[src/rtl/occupancy_sampler.sv]
// occupancy_sampler
//   Read-side companion to the occupancy grid writer. Takes one map query
//   (x, y), fetches the 2x2 neighbourhood (x,y) (x+1,y) (x,y+1) (x+1,y+1)
//   from the grid memory read port and returns the four cell values plus
//   per-neighbour out-of-map flags. Reads are never issued while the grid
//   writer is busy, so a result never mixes old and new map contents.
//
// Handshakes (both sides): a transfer happens on a rising clock edge where
//   valid && ready. A producer holds valid and its payload stable until the
//   transfer; ready may change freely.
//
// Ports:
//   clock, reset            rising-edge clock, async active-high reset
//   req_valid/req_ready     query handshake, req_x / req_y query cell
//   grid_busy               writer busy; suppresses read issue
//   mem_re/mem_addr         read port, address {y, x}
//   mem_data                read data, valid the cycle after mem_re
//   resp_valid/resp_ready   result handshake
//   resp_m00..resp_m11      cells (x,y) (x+1,y) (x,y+1) (x+1,y+1)
//   resp_oob                out-of-map flags, bit order [m11,m01,m10,m00]
//   dbg_state               current FSM state (IDLE=0 FETCH=1 DRAIN=2 RESP=3)
module occupancy_sampler #(
  parameter int X_WIDTH = 5,
  parameter int Y_WIDTH = 4,
  parameter int DATA_WIDTH = 8,
  parameter logic [DATA_WIDTH-1:0] UNKNOWN_VALUE = 8'h80
) (
  input  logic                       clock,
  input  logic                       reset,
  input  logic                       req_valid,
  output logic                       req_ready,
  input  logic [X_WIDTH-1:0]         req_x,
  input  logic [Y_WIDTH-1:0]         req_y,
  input  logic                       grid_busy,
  output logic                       mem_re,
  output logic [X_WIDTH+Y_WIDTH-1:0] mem_addr,
  input  logic [DATA_WIDTH-1:0]      mem_data,
  output logic                       resp_valid,
  input  logic                       resp_ready,
  output logic [DATA_WIDTH-1:0]      resp_m00,
  output logic [DATA_WIDTH-1:0]      resp_m10,
  output logic [DATA_WIDTH-1:0]      resp_m01,
  output logic [DATA_WIDTH-1:0]      resp_m11,
  output logic [3:0]                 resp_oob,
  output logic [1:0]                 dbg_state
);

  typedef enum logic [1:0] {
    IDLE  = 2'd0,
    FETCH = 2'd1,
    DRAIN = 2'd2,
    RESP  = 2'd3
  } state_t;

  state_t                       state, state_next;
  logic [X_WIDTH-1:0]           x_q;
  logic [Y_WIDTH-1:0]           y_q;
  logic [3:0]                   oob_q;
  logic [1:0]                   k_q;
  logic                         pend_q;
  logic [1:0]                   pend_slot_q;
  logic [X_WIDTH+Y_WIDTH-1:0]   addr_q;
  logic [DATA_WIDTH-1:0]        slot [4];
  logic                         fetch_step;
  logic [X_WIDTH+Y_WIDTH-1:0]   rd_addr;
  logic                         x_max, y_max;

  // Neighbour k: bit0 selects x+1, bit1 selects y+1. Only used when the
  // neighbour is in map, so the increments never wrap.
  assign rd_addr = {y_q + Y_WIDTH'(k_q[1]), x_q + X_WIDTH'(k_q[0])};
  assign x_max   = &req_x;
  assign y_max   = &req_y;

  always_comb begin
    state_next = state;
    mem_re     = 1'b0;
    fetch_step = 1'b0;
    case (state)
      IDLE: if (req_valid) state_next = FETCH;
      FETCH: begin
        if (!grid_busy) begin
          fetch_step = 1'b1;
          mem_re     = !oob_q[k_q];
          if (k_q == 2'd3) state_next = DRAIN;
        end
      end
      DRAIN: state_next = RESP;
      RESP:  if (resp_ready) state_next = IDLE;
      default: state_next = IDLE;
    endcase
  end

  assign req_ready  = (state == IDLE);
  assign resp_valid = (state == RESP);
  // Address is held from the last issued read when no read is active.
  assign mem_addr   = mem_re ? rd_addr : addr_q;
  assign resp_m00   = slot[0];
  assign resp_m10   = slot[1];
  assign resp_m01   = slot[2];
  assign resp_m11   = slot[3];
  assign resp_oob   = oob_q;
  assign dbg_state  = state;

  always_ff @(posedge clock or posedge reset) begin
    if (reset) begin
      state       <= IDLE;
      x_q         <= '0;
      y_q         <= '0;
      oob_q       <= '0;
      k_q         <= '0;
      pend_q      <= 1'b0;
      pend_slot_q <= '0;
      addr_q      <= '0;
      for (int i = 0; i < 4; i++) slot[i] <= '0;
    end else begin
      state <= state_next;
      if (state == IDLE && req_valid) begin
        x_q   <= req_x;
        y_q   <= req_y;
        oob_q <= {x_max | y_max, y_max, x_max, 1'b0};
        k_q   <= '0;
      end
      if (fetch_step) k_q <= k_q + 2'd1;
      // Capture pipeline: a read issued this cycle lands in its slot next
      // cycle, independent of grid_busy at that point.
      pend_q <= mem_re;
      if (mem_re) begin
        pend_slot_q <= k_q;
        addr_q      <= rd_addr;
      end
      if (pend_q) slot[pend_slot_q] <= mem_data;
      // Out-of-map neighbours still take their own fetch cycle so latency
      // does not depend on the query position.
      if (fetch_step && oob_q[k_q]) slot[k_q] <= UNKNOWN_VALUE;
    end
  end

endmodule

[config.mk]
export PLATFORM = sky130hd
export DESIGN_NAME = occupancy_sampler
export DESIGN_NICKNAME = d
export VERILOG_FILES = /design/src/rtl/occupancy_sampler.sv
export SDC_FILE = /design/constraint.sdc
export NUM_CORES = 1
export LEC_CHECK = 0
export CAP_MARGIN = 20
export CELL_PAD_IN_SITES_DETAIL_PLACEMENT = 1
export CELL_PAD_IN_SITES_GLOBAL_PLACEMENT = 1
export CORE_ASPECT_RATIO = 1.75
export CORE_UTILIZATION = 38
export DETAILED_ROUTE_END_ITERATION = 6
export PLACE_DENSITY = 0.76
export SLEW_MARGIN = 20
export SYNTH_ARGS = -nofsm -noshare
export SYNTH_HDL_FRONTEND = slang
export SYNTH_SLANG_ARGS = --single-unit
[constraint.sdc]
create_clock -name clock -period 2.7 [get_ports clock]
set_input_delay 0.405 -clock clock [delete_from_list [all_inputs] [get_ports clock]]
set_output_delay 0.405 -clock clock [all_outputs]
set_load 0.02 [all_outputs]
# After elaboration in Yosys (flattened, before gate mapping)
# Cells that the tools add are included.
[word_totals]
ff_bits = 60
latch_bits = 0
ramBits = 0
mem_bits_ro = 0
in_bits = 22
out_inout_bits = 50
wordCells = 65
memories = 0
[op_classes]
addsub = 3
n_mul = 0
div_mod_pow = 0
order_cmp = 5
n_eq_ne = 8
shift = 0
muxes = 21
n_bitwise = 6
reduce_logical = 10
[op_table]
columns = ["op", "count"]
rows = [
  ["32-bit 2-to-1 mux", 2],
  ["32-bit bitwise mux", 1],
  ["8-bit demux with 2-bit select", 2],
  ["28-bit AND", 1],
  ["28-bit inverter", 1],
  ["8-bit 2-to-1 mux", 2],
  ["2-bit 2-to-1 mux", 6],
  ["9-bit 2-to-1 mux", 1],
  ["2-bit case mux with 4 select lines", 1],
  ["4-bit AND reduction", 2],
  ["2-bit equality test (second input constant)", 3],
  ["3-bit >= comparator (second input constant)", 2],
  ["3-bit by 1-bit < comparator with 1-bit output (second input constant)", 2],
  ["2-bit inequality test (second input constant)", 3],
  ["2-bit inverter with 3-bit output", 2],
  ["5-bit by 1-bit adder with 5-bit output", 1],
  ["1-bit 2-to-1 mux", 5],
  ["5-bit AND reduction", 1],
  ["4-bit by 1-bit adder with 4-bit output", 1],
  ["1-bit logical AND", 4],
  ["4-bit bitwise OR", 1],
  ["2-bit by 3-bit < comparator with 1-bit output (second input constant)", 1],
  ["2-bit by 1-bit adder with 2-bit output (second input constant)", 1],
  ["1-bit binary-select mux with 2-bit select", 1],
  ["other kinds (6)", 6],
]

# Logic depth before layout (Yosys ltp)
[depth]
ltp_word = 9
mapped_depth = 7

# Least setup slack after synthesis
# No wires, ideal clock.
[synth_path]
path_type = "register to output"
from = "reg k_q[1]"
to = "out mem_addr[0]"
arrival_time_ns = 1.699
t_required_ns = 2.295
slack_ns = 0.596
stages_incl_launch_ff = 5
n_path_buf = 1
path_cell_list = "dfrtp_1 -> mux2_2 -> a211oi_4 -> buf_6 -> mux2_2"
[synth_via]
elab_chain_len = 6
[synth_rtl]
columns = ["element", "line_no", "text"]
rows = [
  ["from (decl)", "59", "logic [1:0] k_q;"],
  ["from (signal assigned)", "123", "if (fetch_step) k_q <= k_q + 2'd1;"],
  ["1-bit binary-select mux with 2-bit select", "83", "mem_re = !oob_q[k_q];"],
  ["1-bit 2-to-1 mux (implied by the code)", "83", ""],
  ["1-bit zero test", "83", ""],
  ["1-bit 2-to-1 mux", "81", "if (!grid_busy) begin"],
  ["1-bit 2-to-1 mux", "78", "case (state)"],
  ["net mem_re", "35", "output logic mem_re,"],
  ["9-bit 2-to-1 mux", "-", ""],
  ["to (decl)", "36", "output logic [X_WIDTH+Y_WIDTH-1:0] mem_addr,"],
]
# The timed path passes the listed nets, and every way through them passes these cells. The select of a mux whose other input is x is not followed.

# Final worst setup path
[layout_path]
from = "reg state[1], in the netlist dbg_state[1]"
to = "out mem_addr[7]"
[layout_via]
elab_chain_len = 3
[layout_rtl]
columns = ["element", "line_no", "text"]
rows = [
  ["from (decl)", "55", "state_t state, state_next;"],
  ["from (signal assigned)", "116", "state <= state_next;"],
  ["2-bit by 1-bit equality test with 1-bit output", "78", ""],
  ["1-bit 2-to-1 mux", "78", ""],
  ["9-bit 2-to-1 mux", "-", ""],
]
# Every way passes these cells.

==> flow_summary.ini <==
[status]
run_status = finished clean

[floorplan]
num_rows = 40
fp.coreArea_um2 = 6960
start_util_pct = 39.9
die_x_um = 66.6
ioPinCount = 72
dieArea_um2 = 7670
die_h_um = 115

[grt]
antenna_found_initial = 0
grt_pass1_wl_um = 11200
grt_overflow = 0
grt_max_degree = 61
grt_pass1_vias = 2229
grt_use_total_pct = 20.5

[clock_tree]
numCtsBuffers = 9
worstSkewPairLatency_ns = 0.32
clock-sinks = 60
cts_hold_buf = 0
h-tree-depth = 3
clk_root_buffer_cell = clkbuf_16
cts_max_path_buffers = 2
clk_pin_slew_ns = 0.05
cts_tree = yes

[detailed_routing]
vias = 2040
drc = 0
drtIter0Drc = 187
routed_wl_um = 7080
dr.pass1.iters = 4
viasPerCell = 5.20
avgRoutedWirePerCell_um = 18.1
drtAntennaViolNets = 0

[layout]
nFillCells = 753
n_antenna_cell = 0
fin_cells = 392
final_cell_mix = clkdlybuf4s50_1, dfrtp_1, mux2i_1
seqCellArea_um2 = 1500
drive_gt1_share_pct = 17.5
area_delta_synth_final_pct = 41.2
multi_input_area_um2 = 1190
final_common_cell = clkdlybuf4s50_1
fin_nets = 337

[critical_path]
cp.required_ns = 2.30
end_kind = primary output
crit_chain = inv_1, ha_4, nand2b_4, a211oi_4, buf_12, mux2_2, dlygate4sd2_1
cp_top_family = buffers and inverters
path_buf_inv = 3
max_stage_delay_ns = 0.39
worstPathArrival_ns = 2.21
crit_path_top_delay_cell = dfrtp_1
critPathLaunchType = flip-flop
critical_path_class = reg2out
crit_path_max_fanout = 10

[timing]
fin_crit_ns = 2.62
fmax_mhz = 382
max_slew_margin_pct = 61.9
slew_violations = 0
fin_setup_tns_ns = 0
hold_viol = 0
skew_ns = 0.00541
finalSetupViolations = 0
period_share_pct = 97.0
worst_slew_pin_slew_ns = 0.571

[logic_synthesis]
yosysTopAreaCell = dfrtp_1
syn_area_um2 = 2780
synthSimpleGateAreaFrac_pct = 5.81
avgSynthCellArea_um2 = 12.4
ys.flop_type = dfrtp_1
synthArstFlopShare_pct = 100
yosysSeqAreaShare_pct = 54.0
synth_top_cells_by_area = dfrtp_1, mux2i_1, mux2_2
synth_xor_xnor_area_share_pct = 1.58
syn-instance-count = 225
ys_types = 30
synth_top_area_share_pct = 54.0
synth_edf_count = 0
ys_seq_elements = 60
synth_compound_area_share_pct = 8.37
synthMuxAreaShare_pct = 20.8
synth_warnings = 0
syn_nets = 259
synth-adder-area-share_pct = 5.40
synth_top_family_by_area = multiplexers

[placed_design]
place_inst = 373
hpwlAfterDp_um = 5040
portBuffers = 70
place.gp.congestion = 0.710

[pwr]
p_leak_nw = 1.85
seqPwrFrac_pct = 31.7
combPwrFrac_pct = 46.1
p_int_mw = 3.28
powerDensity_nw_per_um2 = 1320
clock_power_share_pct = 22.2
swShare_pct = 36.4
netSwitchingPower_mw = 1.88
peakVddDrop_mv = 0.689

[job]
cap_violations = 0

[min_path]
min_path_type = in2async
-- cell type report --
cell class / instances / share of cell area, %
Clock inverter: 4 / 1.21
Timing Repair Buffer: 81 / 20.3
Clock buffer: 12 / 6.54
Sequential cell: 60 / 38.3
Tap cell: 84 / 2.68
Multi-Input combinational cell: 144 / 30.3
Inverter: 7 / 0.670
-- synth_stat cells (3+ instances only) --
library cell,number
nand3_1,7
dfrtp_1,60
mux2i_1,33
ha_1,12
nand2_1,9
a21oi_1,30
and2_1,4
mux2_2,22
o21ai_0,7
inv_1,7
xnor2_1,3
buf_6,3
clkbuf_1,7
-- cells by family (layout without fill, tap and decap cells) --
group | Yosys count | count (layout)
buffers and inverters | 21 | 104
AND/OR/NAND/NOR | 30 | 30
multiplexers | 55 | 55
adder cells (fa/ha/maj) | 12 | 12
XOR/XNOR | 5 | 5
AO/OA/AOI/OAI | 41 | 41
flip-flops | 60 | 60
other | 1 | 1
-- path summary, 6_finish.rpt --
check                        startpoint            to  slack [ns]  depth (start not counted)
hold reg to reg               addr_q[8]     addr_q[8]        0.50                          1
setup / recovery           dbg_state[1]   mem_addr[7]        0.08                          7
min in group clock            addr_q[8]     addr_q[8]        0.50                          1
setup reg to reg                 k_q[0]  dbg_state[1]        0.83                          5
max in group asynchronous         reset     addr_q[7]        1.96                          3
hold / removal                    reset   resp_m10[5]        0.45                          3
-- metrics by stage --
stage                     util [%]  cell area, um^2  hold slack, ns  setup WS (ns)  power, mW
after CTS                     56.2             3910           0.477        0.00636       5.22
after floorplan                  -             2780           0.486          0.596       2.96
after global placement        51.6             3590           0.482        -0.0414       3.97
after global routing          56.4             3920           0.516       -0.00128       5.48
final                         56.4             3920           0.447         0.0803       5.16
after detailed placement      51.6             3590           0.493        -0.0984       4.07
-- tightest hold or removal path, delay by kind of cell --
kind	cells	cell delay, ns
buffers and inverters	3	0.76
-- registers in the layout, summed over array words and instances (netlist names), 3 cells and up --
| register | count |
|---|---|
| x_q | 5 |
| resp_m11 | 8 |
| resp_m10 | 8 |
| resp_m01 | 8 |
| addr_q | 9 |
| resp_oob | 3 |
| y_q | 4 |
| resp_m00 | 8 |
-- what timing repair did --
action | 4_1_cts | 5_1_grt
cloned | 0 | 0
buffers inserted | 2 | 1
gates resized for setup | 11 | 1
pin swaps | 1 | 1
setup endpoints to repair | 9 | 9
-- power by group through the flow --
stage	Clock [mW]	Sequential, mW	Combinational, mW
floorplan	0	1.94	1.02
global placement	0	1.62	2.35
detailed placement	0	1.66	2.41
CTS	1.17	1.65	2.41
global route	1.20	1.69	2.59
finish	1.15	1.64	2.38
-- routing by layer --
| layer | vias to the layer above | track usage [%] | routed length (um) |
|---|---|---|---|
| met2 | 68 | 38.8 | 4130 |
| met5 | - | 0 | 0 |
| met4 | 0 | 9.08 | 153 |
| met3 | 11 | 4.37 | 296 |
| li1 | 943 | - | - |
| met1 | 1018 | 20.5 | 2500 |
Power figures use the tool's default switching activity.
